**config.mk**
```make
export PLATFORM = sky130hd
export DESIGN_NAME = conv_window_gen
export DESIGN_NICKNAME = d
export VERILOG_FILES = /design/src/rtl/conv_window_gen.sv
export SDC_FILE = /design/constraint.sdc
export NUM_CORES = 1
export LEC_CHECK = 0
export BUFFER_PORTS_ARGS = -buffer_cell sky130_fd_sc_hd__buf_2
export CORE_MARGIN = 1.5
export CORE_UTILIZATION = 60
export DETAILED_ROUTE_END_ITERATION = 6
export PLACE_DENSITY_LB_ADDON = 0.05
export SLEW_MARGIN = 30
export SYNTH_ARGS = -nofsm -noshare
export SYNTH_HDL_FRONTEND = slang
export SYNTH_SLANG_ARGS = --single-unit
export TNS_END_PERCENT = 10
```
**constraint.sdc**
```tcl
create_clock -name CLK -period 10.3 [get_ports CLK]
set_clock_uncertainty 0.15 [all_clocks]
set_input_delay 0 -clock CLK [delete_from_list [all_inputs] [get_ports CLK]]
set_output_delay 0 -clock CLK [all_outputs]
set_load 0.02 [all_outputs]
```
**src/rtl/conv_window_gen.sv**
```systemverilog
// Streaming 3x3 window generator: two line buffers plus a 3x3 shift window,
// emitting one packed patch per fully-inside window position.
module conv_window_gen #(
  parameter int IMG_W = 8,
  parameter int IMG_H = 8,
  parameter int PIX_W = 16
) (
  input  logic               CLK,
  input  logic               rst_n,
  input  logic [PIX_W-1:0]   in_pixel,
  input  logic               in_valid,
  input  logic               in_sof,
  output logic               in_ready,
  output logic [9*PIX_W-1:0] PATCH,
  output logic               patch_valid,
  input  logic               patch_ready,
  output logic               frame_done
);

  localparam int CW = $clog2(IMG_W);
  localparam int RW = $clog2(IMG_H);
  localparam logic [CW-1:0] COL_LAST = CW'(IMG_W - 1);
  localparam logic [RW-1:0] ROW_LAST = RW'(IMG_H - 1);

  logic [CW-1:0]      col, col_p0;
  logic [RW-1:0]      row, row_p0;
  logic               acc_p0, win_ok_p0;
  logic [PIX_W-1:0]   top_p0, mid_p0;
  logic [9*PIX_W-1:0] patch_nxt_p0, patch_p1;
  logic               vld_p1, done_p1;

  logic [PIX_W-1:0]   lb0 [IMG_W];
  logic [PIX_W-1:0]   lb1 [IMG_W];
  logic [PIX_W-1:0]   win [3][3];

  // Stage p0: accept, position decode and line-buffer read
  assign in_ready  = !vld_p1 || patch_ready;
  assign acc_p0    = in_valid && in_ready;
  // An accepted start-of-frame pixel is placed at (0,0) regardless of counters
  assign col_p0    = in_sof ? '0 : col;
  assign row_p0    = in_sof ? '0 : row;
  assign win_ok_p0 = (row_p0 >= RW'(2)) && (col_p0 >= CW'(2));
  assign top_p0    = lb1[col_p0];
  assign mid_p0    = lb0[col_p0];

  always_comb begin
    patch_nxt_p0 = {win[0][1], win[0][2], top_p0,
                    win[1][1], win[1][2], mid_p0,
                    win[2][1], win[2][2], in_pixel};
  end

  always_ff @(posedge CLK) begin
    if (acc_p0) begin
      lb1[col_p0] <= lb0[col_p0];
      lb0[col_p0] <= in_pixel;
    end
  end

  always_ff @(posedge CLK) begin
    if (acc_p0) begin
      for (int r = 0; r < 3; r++) begin
        win[r][0] <= win[r][1];
        win[r][1] <= win[r][2];
      end
      win[0][2] <= top_p0;
      win[1][2] <= mid_p0;
      win[2][2] <= in_pixel;
    end
  end

  // Stage p1: registered patch, counters and frame-done pulse
  always_ff @(posedge CLK or negedge rst_n) begin
    if (!rst_n) begin
      col      <= '0;
      row      <= '0;
      vld_p1   <= 1'b0;
      patch_p1 <= '0;
      done_p1  <= 1'b0;
    end else begin
      done_p1 <= 1'b0;
      if (acc_p0) begin
        if (col_p0 == COL_LAST) begin
          col <= '0;
          if (row_p0 == ROW_LAST) begin
            row     <= '0;
            done_p1 <= 1'b1;
          end else begin
            row <= row_p0 + RW'(1);
          end
        end else begin
          col <= col_p0 + CW'(1);
          row <= row_p0;
        end
      end
      if (acc_p0 && win_ok_p0) begin
        patch_p1 <= patch_nxt_p0;
        vld_p1   <= 1'b1;
      end else if (patch_ready) begin
        vld_p1 <= 1'b0;
      end
    end
  end

  assign PATCH       = patch_p1;
  assign patch_valid = vld_p1;
  assign frame_done  = done_p1;

endmodule

```
==> metrics.md, run 1 <==
| Metric | Value |
|---|---|
| Area Overhead vs Synth | `15.60%` |
| Synthesis-stage register bit count | `504` |
| Clock Sinks | `between 500 and 600` |
| Number of enable flip-flop cells after synthesis | `about 350` |
| Initial antenna violation count | `0` |
| Slew Limit Fails | `0` |
| GRT Util Overall | `approximately a quarter` |
| Initial Utilization | `roughly 61%` |
| IO Pins | `168` |
| Routed length per instance | `21.80 µm` |
| CTS Buf Count | `49` |
| Slowest-stage cell, CP | `or3b_2` |
| Dominant cell type by area after synthesis | `edfxtp_1` |
| Hold buffers post-CTS | `21` |
| Status | `complete, no violations` |
| Max stage delay on crit path | `between 0.7 and 0.8 ns` |
| Skew-Pair Late Insertion Delay | `0.55 ns` |
| Pre-CTS setup slack | `6.600 ns` |
| Routed vias/inst | `approximately 5.7` |
| Worst path buffer plus inverter count | `2` |
| Clock Path Buffers | `3` |
| Final wirelength | `roughly 37000 µm` |
| Cell Rows | `65` |
| Design area | `21990 µm²` |
| Number of distinct library cells after synthesis | `35` |
| Ant diodes | `0` |
| Crit Path Category | `reg2reg` |
| Share of layout cells above drive strength 1 | `26.44%` |
| Mapped cell area | `19020 µm²` |
| DP HPWL | `~21000 µm` |
| Fillcell total | `2063` |
| # resized after CTS | `0` |
| Grt total ovfl | `0` |
| Startpoint types | `flop` |
| IO Port Bufs | `167` |
| Post-route DRC | `0` |
| FF+latch area | `14380 µm²` |
| Final Worst Setup Slack | `6.840 ns` |
| Core box area | `31390 µm²` |
| Worst slew pin tran | `approximately 0.97 ns` |
| Max_slew headroom | `approximately 35%` |
| Setup violators final | `0` |
| Setup crit end kind | `flop` |
| Final #Nets | `1303` |
| DIE WIDTH | `around 180 µm` |
| Area of the multi-input gates | `approximately 4300 µm²` |
| Worst-path maximum fanout | `23` |
| Peak VDD IR | `133.7 µV` |
| Die area | `32780 µm²` |
| Syn Nets | `1105` |
| Commonest cells in the netlist | `352 x edfxtp_1, 152 x dfrtp_1, 95 x mux2_1, 95 x mux2i_1, 47 x mux2_2` |
| Crit path DAT | `3.49 ns` |
| Post-synthesis sequential area ratio | `between 70% and 80%` |
| Leak pwr | `9.553 nW` |
| Max cap viols | `0` |
| Setup TNS | `0 ns` |
| Final Core Density | `70.06%` |
| Most common cell in the netlist | `edfxtp_1` |
| Hold crit path type | `in2reg` |
| Gpl congestion | `0.7703` |
| Async SR Flop Fraction | `30.16%` |
| Most used cell, CP | `buf_4` |
| Fin cells | `1718` |
| Final hold violation count | `0` |
| YS warnings | `0` |
| PwrDens | `198.2 nW/µm²` |
| Post-Syn Instances | `1080` |
| CTS tree | `done` |
| First-pass GRT wire length | `~58000 µm` |
| H-tree Lvls | `2` |
| Worst path cell trace | `or3b_2 -> buf_4 -> nor3_2 -> buf_4` |
| ANT nets after route | `0` |
| Die height | `~180 µm` |
| Drt first pass iters | `5` |
| Post-CTS setup buffers | `0` |
| Drt initial violations | `between 600 and 700` |
| DP Cell Count | `1608` |
| Final worst-path cycle share | `between 30% and 40%` |
| Minimum clock period | `around 3.5 ns` |
| Clk slew on worst S/H paths | `around 0.07 ns` |
| Syn_area_per_cell | `about 18 µm²` |
| Top delay family on crit path | `simple AND/OR/NAND/NOR gates` |
| CTS root buffer | `clkbuf_16` |
| FMAX | `0.2890 GHz` |
| Worst endpoint required time | `10.33 ns` |
| RSZ-0062 raised after global routing | `no` |
| Largest net degree at the start of global routing | `86` |
| Area share of the largest cell type after synthesis | `55.56%` |
| Largest cells by area after synthesis | `edfxtp_1 56%, dfrtp_1 20%, mux2_1 5.6%, mux2i_1 5.0%, mux2_2 2.8%` |
| Vias | `9829` |
| Placed Instance Area | `20210 µm²` |
| Main flop type after synthesis | `edfxtp_1` |
| Vias in the first global route | `about 10000` |
[report_power, final]
part | internal, mW | leakage, nW | switching [mW] | total (mW)
registers | 2.30 | 5.39 | 0.0292 | 2.33
clock network | 0.987 | 0.771 | 0.714 | 1.70
logic | 0.108 | 3.39 | 0.221 | 0.329
[sequential cells by signal (all words and copies together), names as in the netlist]
| signal | flops |
|---|---|
| patch_valid | 1 |
| lb0 | 128 |
| col | 3 |
| win | 96 |
| PATCH | 144 |
| frame_done | 1 |
| lb1 | 128 |
| row | 3 |
[tightest hold or removal path: stages]
cell and delay (ns):
buf_2 0.09, buf_4 0.31, nor2_1 0.19, nor2_1 0.06
[routing by layer]
metal / track usage (%) / wire [µm] / vias up
met5: 0 / 0 / -
met4: 5.833 / 587 / 0
met3: 3.467 / 2184 / 47
met2: 38.67 / 18190 / 307
met1: 33.14 / 16490 / 4989
li1: - / - / 4486
[metrics by stage]
stage,hold slack [ns],total power [mW]
CTS,0.02946,4.390
floorplan,-0.4456,2.568
detailed placement,-0.04108,2.692
finish,0.06088,4.358
global route,0.1183,4.503
global placement,-0.03510,2.684
[cell type report]
type | count | share of cell area, %
flip-flops and latches | 504 | 65.38
multi-input cells | 513 | 19.69
clock buffers | 71 | 6.503
repair buffers | 206 | 5.547
well taps | 402 | 2.287
clock inverters | 18 | 0.5177
inverters | 4 | 0.07965
[cells by family after synthesis]
family | count (synthesis) | synth area share (%)
muxes | 237 | 13.40
and+or+nand+nor | 162 | 5.577
buffers and inverters | 63 | 1.868
AOI/OAI and AO/OA | 110 | 3.334
adders and majority gates | 4 | 0.2631
DFF | 504 | 75.55
[layout by cell type, fill, tap and decap left out, types with 4 or more instances in the layout]
cell,n
edfxtp_1,352
buf_2,166
dfrtp_1,151
mux2i_1,95
mux2_1,95
clkbuf_16,50
mux2_2,47
nand2_1,43
a21oi_1,34
nand3b_1,31
nand2b_1,31
o22ai_1,30
or3_4,29
o21ai_0,22
dlygate4sd3_1,20
buf_4,14
o21ai_1,11
clkbuf_1,11
clkbuf_8,10
clkinv_2,10
nor2_1,7
clkinv_1,5
buf_6,5
nor2b_1,4
nor3_2,4
a211oi_1,4
ha_1,4
[final timing paths]
kind / start / end / slack [ns] / cells after the start
worst max-delay path: col[1]$_DFFE_PN0P_ / lb1[2][5]$_DFFE_PP_ / 6.84 / 4
worst min-delay path: in_sof / col[0]$_DFFE_PN0P_ / 0.06 / 4
worst max register to register: col[1]$_DFFE_PN0P_ / lb1[2][5]$_DFFE_PP_ / 6.84 / 4
worst min register to register: win[0][52]$_DFFE_PP_ / win[0][68]$_DFFE_PP_ / 0.29 / 0
max in group asynchronous: rst_n / PATCH[12]$_DFFE_PN0P_ / 8.68 / 4
min in group asynchronous: rst_n / PATCH[143]$_DFFE_PN0P_ / 0.33 / 3
(Power assumes the default switching activity.)
==> run 2: changes to the inputs <==
CORE_UTILIZATION = 59   (was 60)
clock period = 3.3 ns   (was 10.3 ns; I/O delays follow)
==> metrics.md, run 2 (synthesis gave the netlist of run 1 again) <==
| Metric | Value |
|---|---|
| Area of the multi-input gates | `4332 µm² (about the same)` |
| FMAX | `0.3782 GHz (+31%)` |
| Worst Setup SP | `col[0]$_DFFE_PN0P_` |
| Status | `complete, no violations` |
| Leak pwr | `9.689 nW (+1.4%)` |
| Crit path DAT | `2.93 ns (-0.56 ns)` |
| Most common cell after layout, fill and taps aside | `edfxtp_1` |
| Cell Rows | `65 (unchanged)` |
| IO Pins | `168 (unchanged)` |
| Fillcell total | `2038 (-1.2%)` |
| Max cap viols | `0 (unchanged)` |
| Final hold violation count | `0 (unchanged)` |
| Worst endpoint required time | `3.59 ns (-6.74 ns)` |
| IO Port Bufs | `167 (unchanged)` |
| Clock Sinks | `504 (unchanged)` |
| DP HPWL | `22580 µm (+7.1%)` |
| Max FFs per register | `144 (unchanged)` |
| Area Overhead vs Synth | `17.21%` |
| Ant diodes | `0 (unchanged)` |
| Hold crit path type | `in2reg` |
| Commonest non-fill, non-tap cells in the layout | `352 x edfxtp_1, 166 x buf_2, 151 x dfrtp_1` |
| Drt initial violations | `662 (-2.9%)` |
| Max_slew headroom | `54.23% (+19 points)` |
| Worst path buffer plus inverter count | `1 (-1)` |
| Core box area | `31640 µm² (+0.78%)` |
| Startpoint types | `flop` |
| Hold WS | `0.1509 ns (+0.09004 ns)` |
| H-tree Lvls | `2 (unchanged)` |
| Switching Fraction | `21.74% (-0.39 points)` |
| Minimum clock period | `2.644 ns (-0.8162 ns)` |
| Clk slew on worst S/H paths | `0.06 ns (about the same)` |
| Skew-Pair Late Insertion Delay | `0.55 ns (about the same)` |
| ANT nets after route | `0 (unchanged)` |
| DIE WIDTH | `182.6 µm (+0.83%)` |
| Reg power frac | `53.1% (-0.3 points)` |
| Initial antenna violation count | `0 (unchanged)` |
| Hold buffers post-CTS | `22 (+4.8%)` |
| Vias in the first global route | `10200 (+1.6%)` |
| Initial Utilization | `60.13% (-0.47 points)` |
| Post-CTS setup buffers | `0 (unchanged)` |
| Logic gate share of total power | `7.5% (about the same)` |
| Worst slew pin tran | `0.6865 ns (-0.2826 ns)` |
| Final Core Density | `70.48% (+0.43 points)` |
| Worst path cell trace | `buf_4 -> mux2i_1 -> o22ai_1 -> or3_4 -> mux2_2` |
| Vias | `9860 (+0.32%)` |
| Crit Path Category | `reg2reg` |
| Slowest-stage cell, CP | `dfrtp_4` |
| GRT Util Overall | `23.41% (+0.037 points)` |
| # resized after CTS | `0 (unchanged)` |
| CTS root buffer | `clkbuf_16` |
| Max stage delay on crit path | `0.81 ns (+0.05 ns)` |
| Slew Limit Fails | `0 (unchanged)` |
| Reg-to-reg slack, setup | `0.66 ns (-6.18 ns)` |
| Final #Nets | `1320 (+1.3%)` |
| CTS tree | `done` |
| Peak VDD IR | `404.5 µV (+200%)` |
| Setup violators final | `0 (unchanged)` |
| CTS Buf Count | `49 (unchanged)` |
| Part of the power in the clock network | `39.5% (+0.5 points)` |
| Gpl congestion | `0.8096 (+5.1%)` |
| Reg2Reg Depth | `5 (+1)` |
| Die area | `33330 µm² (+1.7%)` |
| Critical path depth | `5 (+1)` |
| Largest net degree at the start of global routing | `88 (+2.3%)` |
| Top delay family on crit path | `flip-flops` |
| Setup crit end kind | `flop` |
| Crit path to | `PATCH[49]$_DFFE_PN0P_` |
| First-pass GRT wire length | `58880 µm (+1.3%)` |
| Worst r2r src | `col[0]$_DFFE_PN0P_` |
| Routed length per instance | `21.63 µm (-0.77%)` |
| Fin cells | `1738 (+1.2%)` |
| Drt first pass iters | `5 (unchanged)` |
| DP Cell Count | `1624 (+1.0%)` |
| FF+latch area | `14380 µm² (unchanged)` |
| FF-to-FF End | `PATCH[49]$_DFFE_PN0P_` |
| Final wirelength | `37600 µm (+0.39%)` |
| Grt total ovfl | `0 (unchanged)` |
| Pint | `10.76 mW (+220%)` |
| Routed vias/inst | `5.673 (-0.84%)` |
| Die height | `182.6 µm (+0.83%)` |
| Setup TNS | `0 ns (unchanged)` |
| P_sw | `2.990 mW (+210%)` |
| Share of layout cells above drive strength 1 | `26.65% (+0.20 points)` |
| RSZ-0062 raised after global routing | `no` |
| PwrDens | `616.7 nW/µm² (+210%)` |
| Worst-path maximum fanout | `39 (+70%)` |
| Clock Path Buffers | `3 (unchanged)` |
| Final worst-path cycle share | `80.12% (+47 points)` |
| Post-route DRC | `0 (unchanged)` |
run 2: cell count changes in the layout (fill, tap and decap cells not counted), moves of 3 or more:
cell      change
buf_12       +12
buf_4         +8
clkbuf_1      +8
buf_6         -4
clkbuf_8      -4
clkinv_2      -3
run 2: worst reg2reg max path, stage by stage, from the launching register on:
cell and delay (ns):
dfrtp_4 0.81, buf_4 0.51, mux2i_1 0.25, o22ai_1 0.09, or3_4 0.45, mux2_2 0.29
run 2: area by class of cell:
class / instances / area share, %
sequential: 504 / 64.48
multi-input combinational: 513 / 19.43
clock buffer: 76 / 6.413
inverter: 4 / 0.08417
clock inverter: 16 / 0.6845
tap: 402 / 2.256
timing repair buffer: 223 / 6.660
run 2: worst min path at each step:
stage	startpoint	end	slack, ns	cells past startpoint
final	in_pixel[5]	lb0[6][5]$_DFFE_PP_	0.15	2
after global placement	rst_n	PATCH[124]$_DFFE_PN0P_	-0.04	1
after detailed placement	rst_n	PATCH[124]$_DFFE_PN0P_	-0.05	1
after global routing	in_pixel[9]	win[0][105]$_DFFE_PP_	0.16	2
after floorplan	rst_n	PATCH[0]$_DFFE_PN0P_	-0.45	0
after CTS	in_pixel[8]	win[0][104]$_DFFE_PP_	0.13	2
run 2: metrics by stage:
stage	setup slack (ns)	cell area [µm²]	power [mW]
2_1_floorplan	-0.6565	19030	8.014
3_3_place_gp	0.7323	20480	8.403
3_5_place_dp	0.6660	20480	8.436
4_1_cts	0.6606	22300	13.87
5_1_grt	0.5166	22300	14.22
6_report	0.6562	22300	13.75
run 2: layer usage:
layer,track usage (%),vias to the layer above,part of all wire [%]
met1,31.63,5009,43
met2,38.37,261,48
met4,8.694,0,3.6
li1,-,4515,-
met3,4.330,75,5.4
met5,0,-,0
run 2: power by group through the flow:
stage / sequential, mW / clock [mW] / combinational, mW
final: 7.30 / 5.43 / 1.03
after CTS: 7.30 / 5.53 / 1.04
after detailed placement: 7.42 / 0 / 1.01
after global placement: 7.41 / 0 / 0.992
after floorplan: 7.36 / 0 / 0.651
after global routing: 7.32 / 5.78 / 1.12
